==> src/rtl/stream_frame_tx.sv <==
// Command-driven framed stream transmitter: drains exactly i_cmd_len words from a
// valid/ready source through a registered output stage, flags the last beat and pulses done.
module stream_frame_tx #(
   parameter int DATA_W = 32,
   parameter int LEN_W  = 16
) (
   input  logic              clk,
   input  logic              areset,
   input  logic              i_cmd_valid,
   output logic              o_cmd_ready,
   input  logic [LEN_W-1:0]  i_cmd_len,
   input  logic              i_s_valid,
   output logic              o_s_ready,
   input  logic [DATA_W-1:0] i_s_data,
   output logic              o_m_valid,
   input  logic              i_m_ready,
   output logic [DATA_W-1:0] o_m_data,
   output logic              o_m_last,
   output logic              o_busy,
   output logic              o_done,
   output logic [LEN_W-1:0]  o_beat_cnt
);

   localparam logic [1:0] ST_IDLE = 2'd0;
   localparam logic [1:0] ST_RUN  = 2'd1;
   localparam logic [1:0] ST_DONE = 2'd2;

   logic [1:0]       state;
   logic [LEN_W-1:0] len;
   logic [LEN_W-1:0] acc;
   logic             cmd_hs;
   logic             in_hs;
   logic             out_hs;
   logic             acc_full;
   logic             last_acc;
   logic             zero_len;
   logic             frame_end;

   assign o_cmd_ready = (state == ST_IDLE);
   assign o_busy      = (state == ST_RUN) | (state == ST_DONE);
   assign acc_full    = (acc == len);
   assign last_acc    = (acc == (len - LEN_W'(1)));
   assign zero_len    = (len == {LEN_W{1'b0}});

   // Pull only while words are still owed and the output register is free or draining;
   // never pull on a reset edge, where the word would be dropped.
   assign o_s_ready = (state == ST_RUN) & ~acc_full & (~o_m_valid | i_m_ready) & ~areset;

   assign cmd_hs = i_cmd_valid & o_cmd_ready;
   assign in_hs  = i_s_valid & o_s_ready;
   assign out_hs = o_m_valid & i_m_ready;

   // Zero-length frames spend one RUN cycle so done lands N+2 cycles after the command.
   assign frame_end = (state == ST_RUN) & ((out_hs & o_m_last) | zero_len);

   // Control FSM, output register and beat counters.
   always_ff @(posedge clk) begin
      if (areset) begin
         state      <= ST_IDLE;
         len        <= {LEN_W{1'b0}};
         acc        <= {LEN_W{1'b0}};
         o_m_valid  <= 1'b0;
         o_m_data   <= {DATA_W{1'b0}};
         o_m_last   <= 1'b0;
         o_done     <= 1'b0;
         o_beat_cnt <= {LEN_W{1'b0}};
      end else begin
         o_done <= 1'b0;
         case (state)
            ST_IDLE: begin
               if (cmd_hs) begin
                  len        <= i_cmd_len;
                  acc        <= {LEN_W{1'b0}};
                  o_beat_cnt <= {LEN_W{1'b0}};
                  state      <= ST_RUN;
               end
            end
            ST_RUN: begin
               if (in_hs) begin
                  o_m_data  <= i_s_data;
                  o_m_valid <= 1'b1;
                  o_m_last  <= last_acc;
                  acc       <= acc + LEN_W'(1);
               end else if (out_hs) begin
                  o_m_valid <= 1'b0;
                  o_m_last  <= 1'b0;
               end
               if (out_hs) begin
                  o_beat_cnt <= o_beat_cnt + LEN_W'(1);
               end
               if (frame_end) begin
                  state  <= ST_DONE;
                  o_done <= 1'b1;
               end
            end
            ST_DONE: begin
               state <= ST_IDLE;
            end
            default: begin
               state <= ST_IDLE;
            end
         endcase
      end
   end

endmodule

==> config.mk <==
export PLATFORM = sky130hd
export DESIGN_NAME = stream_frame_tx
export DESIGN_NICKNAME = d
export VERILOG_FILES = /design/src/rtl/stream_frame_tx.sv
export SDC_FILE = /design/constraint.sdc
export NUM_CORES = 1
export LEC_CHECK = 0
export BUFFER_PORTS_ARGS = -buffer_cell sky130_fd_sc_hd__buf_2
export CELL_PAD_IN_SITES_DETAIL_PLACEMENT = 0
export CELL_PAD_IN_SITES_GLOBAL_PLACEMENT = 1
export CORE_MARGIN = 2
export CORE_UTILIZATION = 41
export DETAILED_ROUTE_END_ITERATION = 8
export GPL_TIMING_DRIVEN = 0
export PLACE_DENSITY = 0.81
export SYNTH_ARGS = -nofsm -noshare
export SYNTH_HDL_FRONTEND = slang
export SYNTH_SLANG_ARGS = --single-unit
==> constraint.sdc <==
create_clock -name clk -period 3.7 [get_ports clk]
set_clock_uncertainty 0.15 [all_clocks]
set_input_delay 0.925 -clock clk [delete_from_list [all_inputs] [get_ports clk]]
set_output_delay 0.925 -clock clk [all_outputs]
set_load 0.02 [all_outputs]
==> results of run 1 <==
-- metrics by stage --
| stage | total power [mW] | worst slack (ns) |
|---|---|---|
| final | 2.016 | 0.4624 |
| after global routing | 2.119 | 0.3641 |
| after CTS | 2.030 | 0.4626 |
| after detailed placement | 1.399 | 0.5193 |
| after global placement | 1.394 | 0.4952 |
| after floorplan | 1.275 | 0.8910 |
-- report_power, final --
group	total, mW	internal, mW	leakage (nW)	switching (mW)
combinational	0.407	0.154	1.24	0.252
clock	0.635	0.284	0.0930	0.351
sequential	0.974	0.945	0.688	0.0293
total	2.02	1.38	2.02	0.633
-- cells by family (layout without fill, tap and decap cells) --
logic type / after synthesis / count (layout)
xor+xnor: 39 / 39
flops: 85 / 85
buf+inv: 40 / 162
compound gates: 97 / 97
fa+ha+maj: 6 / 6
mux: 12 / 12
simple gates: 254 / 254
-- sequential cells by signal, indices dropped and copies added, names as in the netlist --
| signal | flops |
|---|---|
| acc | 16 |
| len | 16 |
| o_beat_cnt | 16 |
| o_done | 1 |
| o_m_data | 32 |
| o_m_last | 1 |
| o_m_valid | 1 |
| state | 2 |
-- cells in the final DEF (no fill, tap or decap), types with 6 or more instances in the layout --
master	Yosys	final
o21ai_0	6	6
xor2_1	15	15
buf_2	1	107
nand4_1	15	15
nor3_1	6	6
xnor2_1	24	24
mux2i_1	10	10
dfxtp_1	85	85
clkbuf_1	17	18
inv_1	9	9
or3_1	10	10
a21oi_1	67	67
clkbuf_8	0	11
ha_1	6	6
nand2_1	135	135
nor2_1	37	37
nand3_1	17	17
-- worst min-delay path by stage --
stage | start | end | slack [ns] | depth (start not counted)
floorplan | acc[10] | acc[10] | 0.31 | 2
global placement | o_m_data[7] | o_m_data[7] | 0.29 | 2
detailed placement | o_m_data[25] | o_m_data[25] | 0.30 | 2
CTS | o_m_data[1] | o_m_data[1] | 0.31 | 2
global route | o_m_data[1] | o_m_data[1] | 0.33 | 2
finish | o_m_data[24] | o_m_data[24] | 0.31 | 2
-- cell type report --
cell class	count	area [um2]	area share, %
Sequential cell	85	1702	33.52
Clock inverter	4	30.03	0.5916
Multi-Input combinational cell	408	2288	45.08
Tap cell	133	166.4	3.278
Buffer	31	170.2	3.352
Clock buffer	12	155.1	3.056
Inverter	9	33.78	0.6655
Timing Repair Buffer	106	530.5	10.45
-- worst reg2reg max path: stages, from the launching register on --
cell and delay, ns:
dfxtp_1 0.32, inv_1 0.07, ha_1 0.27, nand2_1 0.26, nor2_1 0.50, or2_2 0.20, clkbuf_1 0.38, buf_1 0.41
nor2_1 0.10
-- routing by layer --
metal  GRT usage (%)  up-vias  routed length [um]
met5               0        -                   0
met4           6.762        0                 159
met3           5.178       13                 751
met2           33.12      124                4996
met1           27.86     1854                5203
li1                -     2058                   -
==> metrics.md, run 1 <==
| Metric | Value |
|---|---|
| Worst min path class | reg2reg |
| Clk buf depth | 2 |
| Slowest CP cell | or4_4 |
| Global-route wire length before repair | ~19 mm |
| Endpoints failing hold | 0 |
| GRT overflow | 0 |
| Max frequency | approximately 310 MHz |
| Critical-path cell list | buf_6, xor2_1, or4_4, nor4_4, a21boi_0, buf_2 |
| Hold_buf cts | 0 |
| Mux share of post-synthesis cell area | around 2.9% |
| Synth Area in Compound Gates | a little over an eighth |
| Placed insts | approximately 770 |
| Most used flip-flop cell after synthesis | dfxtp_1 |
| Reg-to-Reg End | o_beat_cnt[10] |
| Critical Path AT | about 2.2 ns |
| Share of cells above drive strength 1 | 21.98% |
| Worst setup SP type | flip-flop |
| Crit path max fanout | 9 |
| DP HPWL | 8.179 mm |
| # DRC | 0 |
| MaxCap Viol Count | 0 |
| Crit path depth | 6 |
| P per Cell Area | 397.1 nW/um2 |
| Leak Pwr | around 2.0 nW |
| Number of synthesized flops with an enable pin | 0 |
| Finished Layout Cells | roughly 800 |
| Simple-gate portion of the synthesized area | approximately 28% |
| CP startpoint | len[9] |
| CP peak stage delay | 0.56 ns |
| Chip height | about 110 um |
| Via-to-Cell Ratio | around 5.1 |
| Register area share after synthesis | about two fifths |
| Critical register-to-register path startpoint | state[1] |
| Largest family of logic cells by synthesized area | simple AND/OR/NAND/NOR gates |
| Post-synth ARST share | 0% |
| DRT Pass-1 Iters | 5 |
| Fin Hold WS | 0.3090 ns |
| Fin util | about 51% |
| Die Wd | roughly 110 um |
| PostCTS Resize Cnt | 0 |
| Clk_lat worst skew | approximately 0.36 ns |
| Worst Setup End Kind | output pin |
| Post-CTS setup buffer count | 0 |
| FF+latch count, synth | 85 |
| Sink Count | 85 |
| Crit path kind | reg2out |
| Crit path to | o_s_ready |
| Ant. Diodes | 0 |
| Top-area cell type share of the netlist area | between 40% and 50% |
| Final setup violating endpoints | 0 |
| Post-Synthesis Cell Area | ~4200 um2 |
| CTS Root Buffer Type | clkbuf_8 |
| Total wire length | 11.11 mm |
| Worst Reg2Reg Path Length in Cells | 8 |
| Drt wl/cell | 14.10 um |
| Count leader, synth | nand2_1 |
| Number of CTS-inserted buffers | 9 |
| Worst Path Buf+Inv | 2 |
| Max Slew Vio Count | 0 |
| CTS tree | done |
| R2r setup slk | just over 0.9 ns |
| Least-Margin Pin Slew | about 0.91 ns |
| Io pins | approximately 110 |
| Initial core utilization | between 40% and 50% |
| Drt initial violations | around 200 |
| I/O Buffers | about 110 |
| Delay-heaviest family, CP | simple AND/OR/NAND/NOR gates |
| RSZ-0062 raised after global routing | false |
| Final Cycle Share | around 88% |
| Vias | slightly above 4,000 |
| P&R area growth vs syn | 21.03% |
| Post-route cell area | roughly 5000 um2 |
| Worst endpoint required time | roughly 2.6 ns |
| Synthesized Nets | 592 |
| DP Area | just under 5000 um2 |
| Number of levels in the clock H-tree | 3 |
| Worst slew margin | between 30% and 40% |
| Synth cell types | 45 |
| Largest net degree at the start of global routing | 15 |
| Worst VDD drop | between 150 and 200 uV |
| Area leader, netlist | dfxtp_1 |
| GRT Total Usage | 20.90% |
| Top post-synthesis cells by area | dfxtp_1 (41%), nand2_1 (12%), a21oi_1 (8.0%) |
| Synth Area in Adders | between 1.5 and 2% |
| Core outline area | roughly 10000 um2 |
| Synth top cells by count | nand2_1 (135), dfxtp_1 (85), a21oi_1 (67), nor2_1 (37), xnor2_1 (24) |
| Die Area | 11,050 um2 |
| Min Tclk post-route | between 3 and 4 ns |
| GP Congestion | ~0.95 |
| Ys Warns | 0 |
| Vias in the first global route | ~3,900 |
| Clock transition at path regs | 0.09 ns |
| Avg Cell Area, Syn | 7.869 um2 |
| Initial antenna violation count | 0 |
| Filler instances | slightly below 1,000 |
| XOR/XNOR share of the synthesized area | under 10% |
| Final #Nets | roughly 710 |
| Gate Count Post-Synth | around 530 |
| Site Rows | 36 |
| Final ANT Viol Nets | 0 |
| Status | complete, no violations |
| Setup TNS | 0 ns |
Power figures use the tool's default switching activity.
==> run 2, diff against run 1 <==
RECOVER_POWER = 100   (was unset)
==> metrics.md, run 2 (synthesized netlist as in run 1, its figures left out) <==
| Metric | Value |
|---|---|
| Status | complete, no violations |
| Clk buf depth | 2 |
| Critical-path cell list | buf_6, xor2_1, or4_4, nor4_4, a21boi_0, clkbuf_1 |
| Number of CTS-inserted buffers | 9 |
| Number of levels in the clock H-tree | 3 |
| Final ANT Viol Nets | 0 |
| Post-CTS setup buffer count | 0 |
| Min Tclk post-route | ~3.2 ns |
| Site Rows | 36 |
| Met1 Use GR | roughly 28% |
| Setup TNS | 0 ns |
| Finished Layout Cells | slightly below 800 |
| Core outline area | roughly 9900 um2 |
| Initial antenna violation count | 0 |
| Endpoints failing hold | 0 |
| Place WS | 0.5193 ns |
| Global-route wire length before repair | ~19 mm |
| Final #Nets | a little over 700 |
| Hold_buf cts | 0 |
| DRT Pass-1 Iters | 5 |
| P per Cell Area | between 400 and 500 nW/um2 |
| CTS Root Buffer Type | clkbuf_8 |
| PostCTS Resize Cnt | 0 |
| Drt initial violations | 181 |
| Critical Path AT | about 2.2 ns |
| Max frequency | roughly 300 MHz |
| Final Cycle Share | 87.59% |
| Largest net degree at the start of global routing | 15 |
| Max Slew Vio Count | 0 |
| Worst endpoint required time | 2.62 ns |
| RSZ-0062 raised after global routing | false |
| Least-Margin Pin Slew | about 0.91 ns |
| GRT Total Usage | a little over a fifth |
| GR Util met2 | about a third |
| Slowest CP cell | or4_4 |
| Ant. Diodes | 0 |
| Via-to-Cell Ratio | between 5 and 6 |
| Max reg flops | 32 |
| Worst Setup End Kind | output pin |
| P&R area growth vs syn | 19.24% |
| Global route hottest layer | met2 |
| Worst slew margin | between 30 and 40% |
| Crit path max fanout | 9 |
| Vias in the first global route | about 3,900 |
| Share of cells above drive strength 1 | between 10 and 15% |
| Chip height | roughly 110 um |
| Final setup violating endpoints | 0 |
| Die Area | ~11,000 um2 |
| GRT overflow | 0 |
| # DRC | 0 |
| Initial core utilization | between 40% and 50% |
| Worst setup SP type | flip-flop |
| GR Layer Usage met3 | under 10% |
| Worst min path class | reg2reg |
| Post-route setup slack | ~0.46 ns |
| Io pins | 107 |
| Leak Pwr | between 1.5 and 2 nW |
| Commonest non-fill, non-tap cell in the layout | nand2_1 |
| CP peak stage delay | 0.56 ns |
| Total wire length | between 10 and 15 mm |
| MaxCap Viol Count | 0 |
| Worst VDD drop | 157.0 uV |
| CTS tree | done |
| Worst Path Buf+Inv | 2 |
| GP Congestion | around 0.95 |
| Placed insts | around 770 |
| Sink Count | 85 |
| Clk_lat worst skew | between 0.3 and 0.4 ns |
| Most frequent cells in the layout | nand2_1 (135), dfxtp_1 (85), clkbuf_1 (77) |
| Die Wd | between 100 and 150 um |
| Drt wl/cell | 14.11 um |
| Most flop-heavy register | o_m_data |
| Clock transition at path regs | 0.09 ns |
| DP HPWL | a little over 8 mm |
| Vias | ~4,000 |
| I/O Buffers | around 110 |
| Crit path kind | reg2out |
| Delay-heaviest family, CP | simple AND/OR/NAND/NOR gates |
run 2: metal layers:
metal | routed length, um | part of all wire, % | vias to the layer above
met3 | 705 | 6.3 | 14
li1 | - | - | 2061
met5 | 0 | 0 | -
met4 | 164 | 1.5 | 0
met1 | 5260 | 47 | 1852
met2 | 4990 | 45 | 118
run 2: final timing paths:
kind,from,end,slack [ns],cells after the start
setup reg to reg,state[1],o_beat_cnt[10],0.90,8
hold reg to reg,o_m_data[25],o_m_data[25],0.31,2
hold / removal,o_m_data[25],o_m_data[25],0.31,2
setup / recovery,len[9],o_s_ready,0.46,6
run 2: power by group:
group	leakage (nW)	switching (mW)	internal (mW)
Clock	0.0930	0.347	0.284
Sequential	0.688	0.0296	0.945
Combinational	0.998	0.251	0.148
Total	1.78	0.628	1.38
run 2: cell type report:
cell class / count / area [um2]
Fill cell: 1015 / 4863
Multi-Input combinational cell: 408 / 2282
Sequential cell: 85 / 1702
Timing Repair Buffer: 106 / 461.7
Buffer: 31 / 170.2
Tap cell: 133 / 166.4
Clock buffer: 12 / 155.1
Inverter: 9 / 33.78
Clock inverter: 4 / 30.03
run 2: stage by stage:
stage	util (%)	cell area, um2	hold WS, ns	total power, mW
CTS	51.46	5076	0.3099	2.030
floorplan	-	4194	0.3111	1.275
global placement	49.58	4891	0.2892	1.394
finish	50.70	5001	0.3096	2.005
detailed placement	49.58	4891	0.2969	1.399
global route	50.70	5001	0.3284	2.113
run 2: tightest hold or removal path, cell delays in order, from the launching register on:
cell and delay, ns:
dfxtp_1 0.32, nand2_1 0.05, a21oi_1 0.05
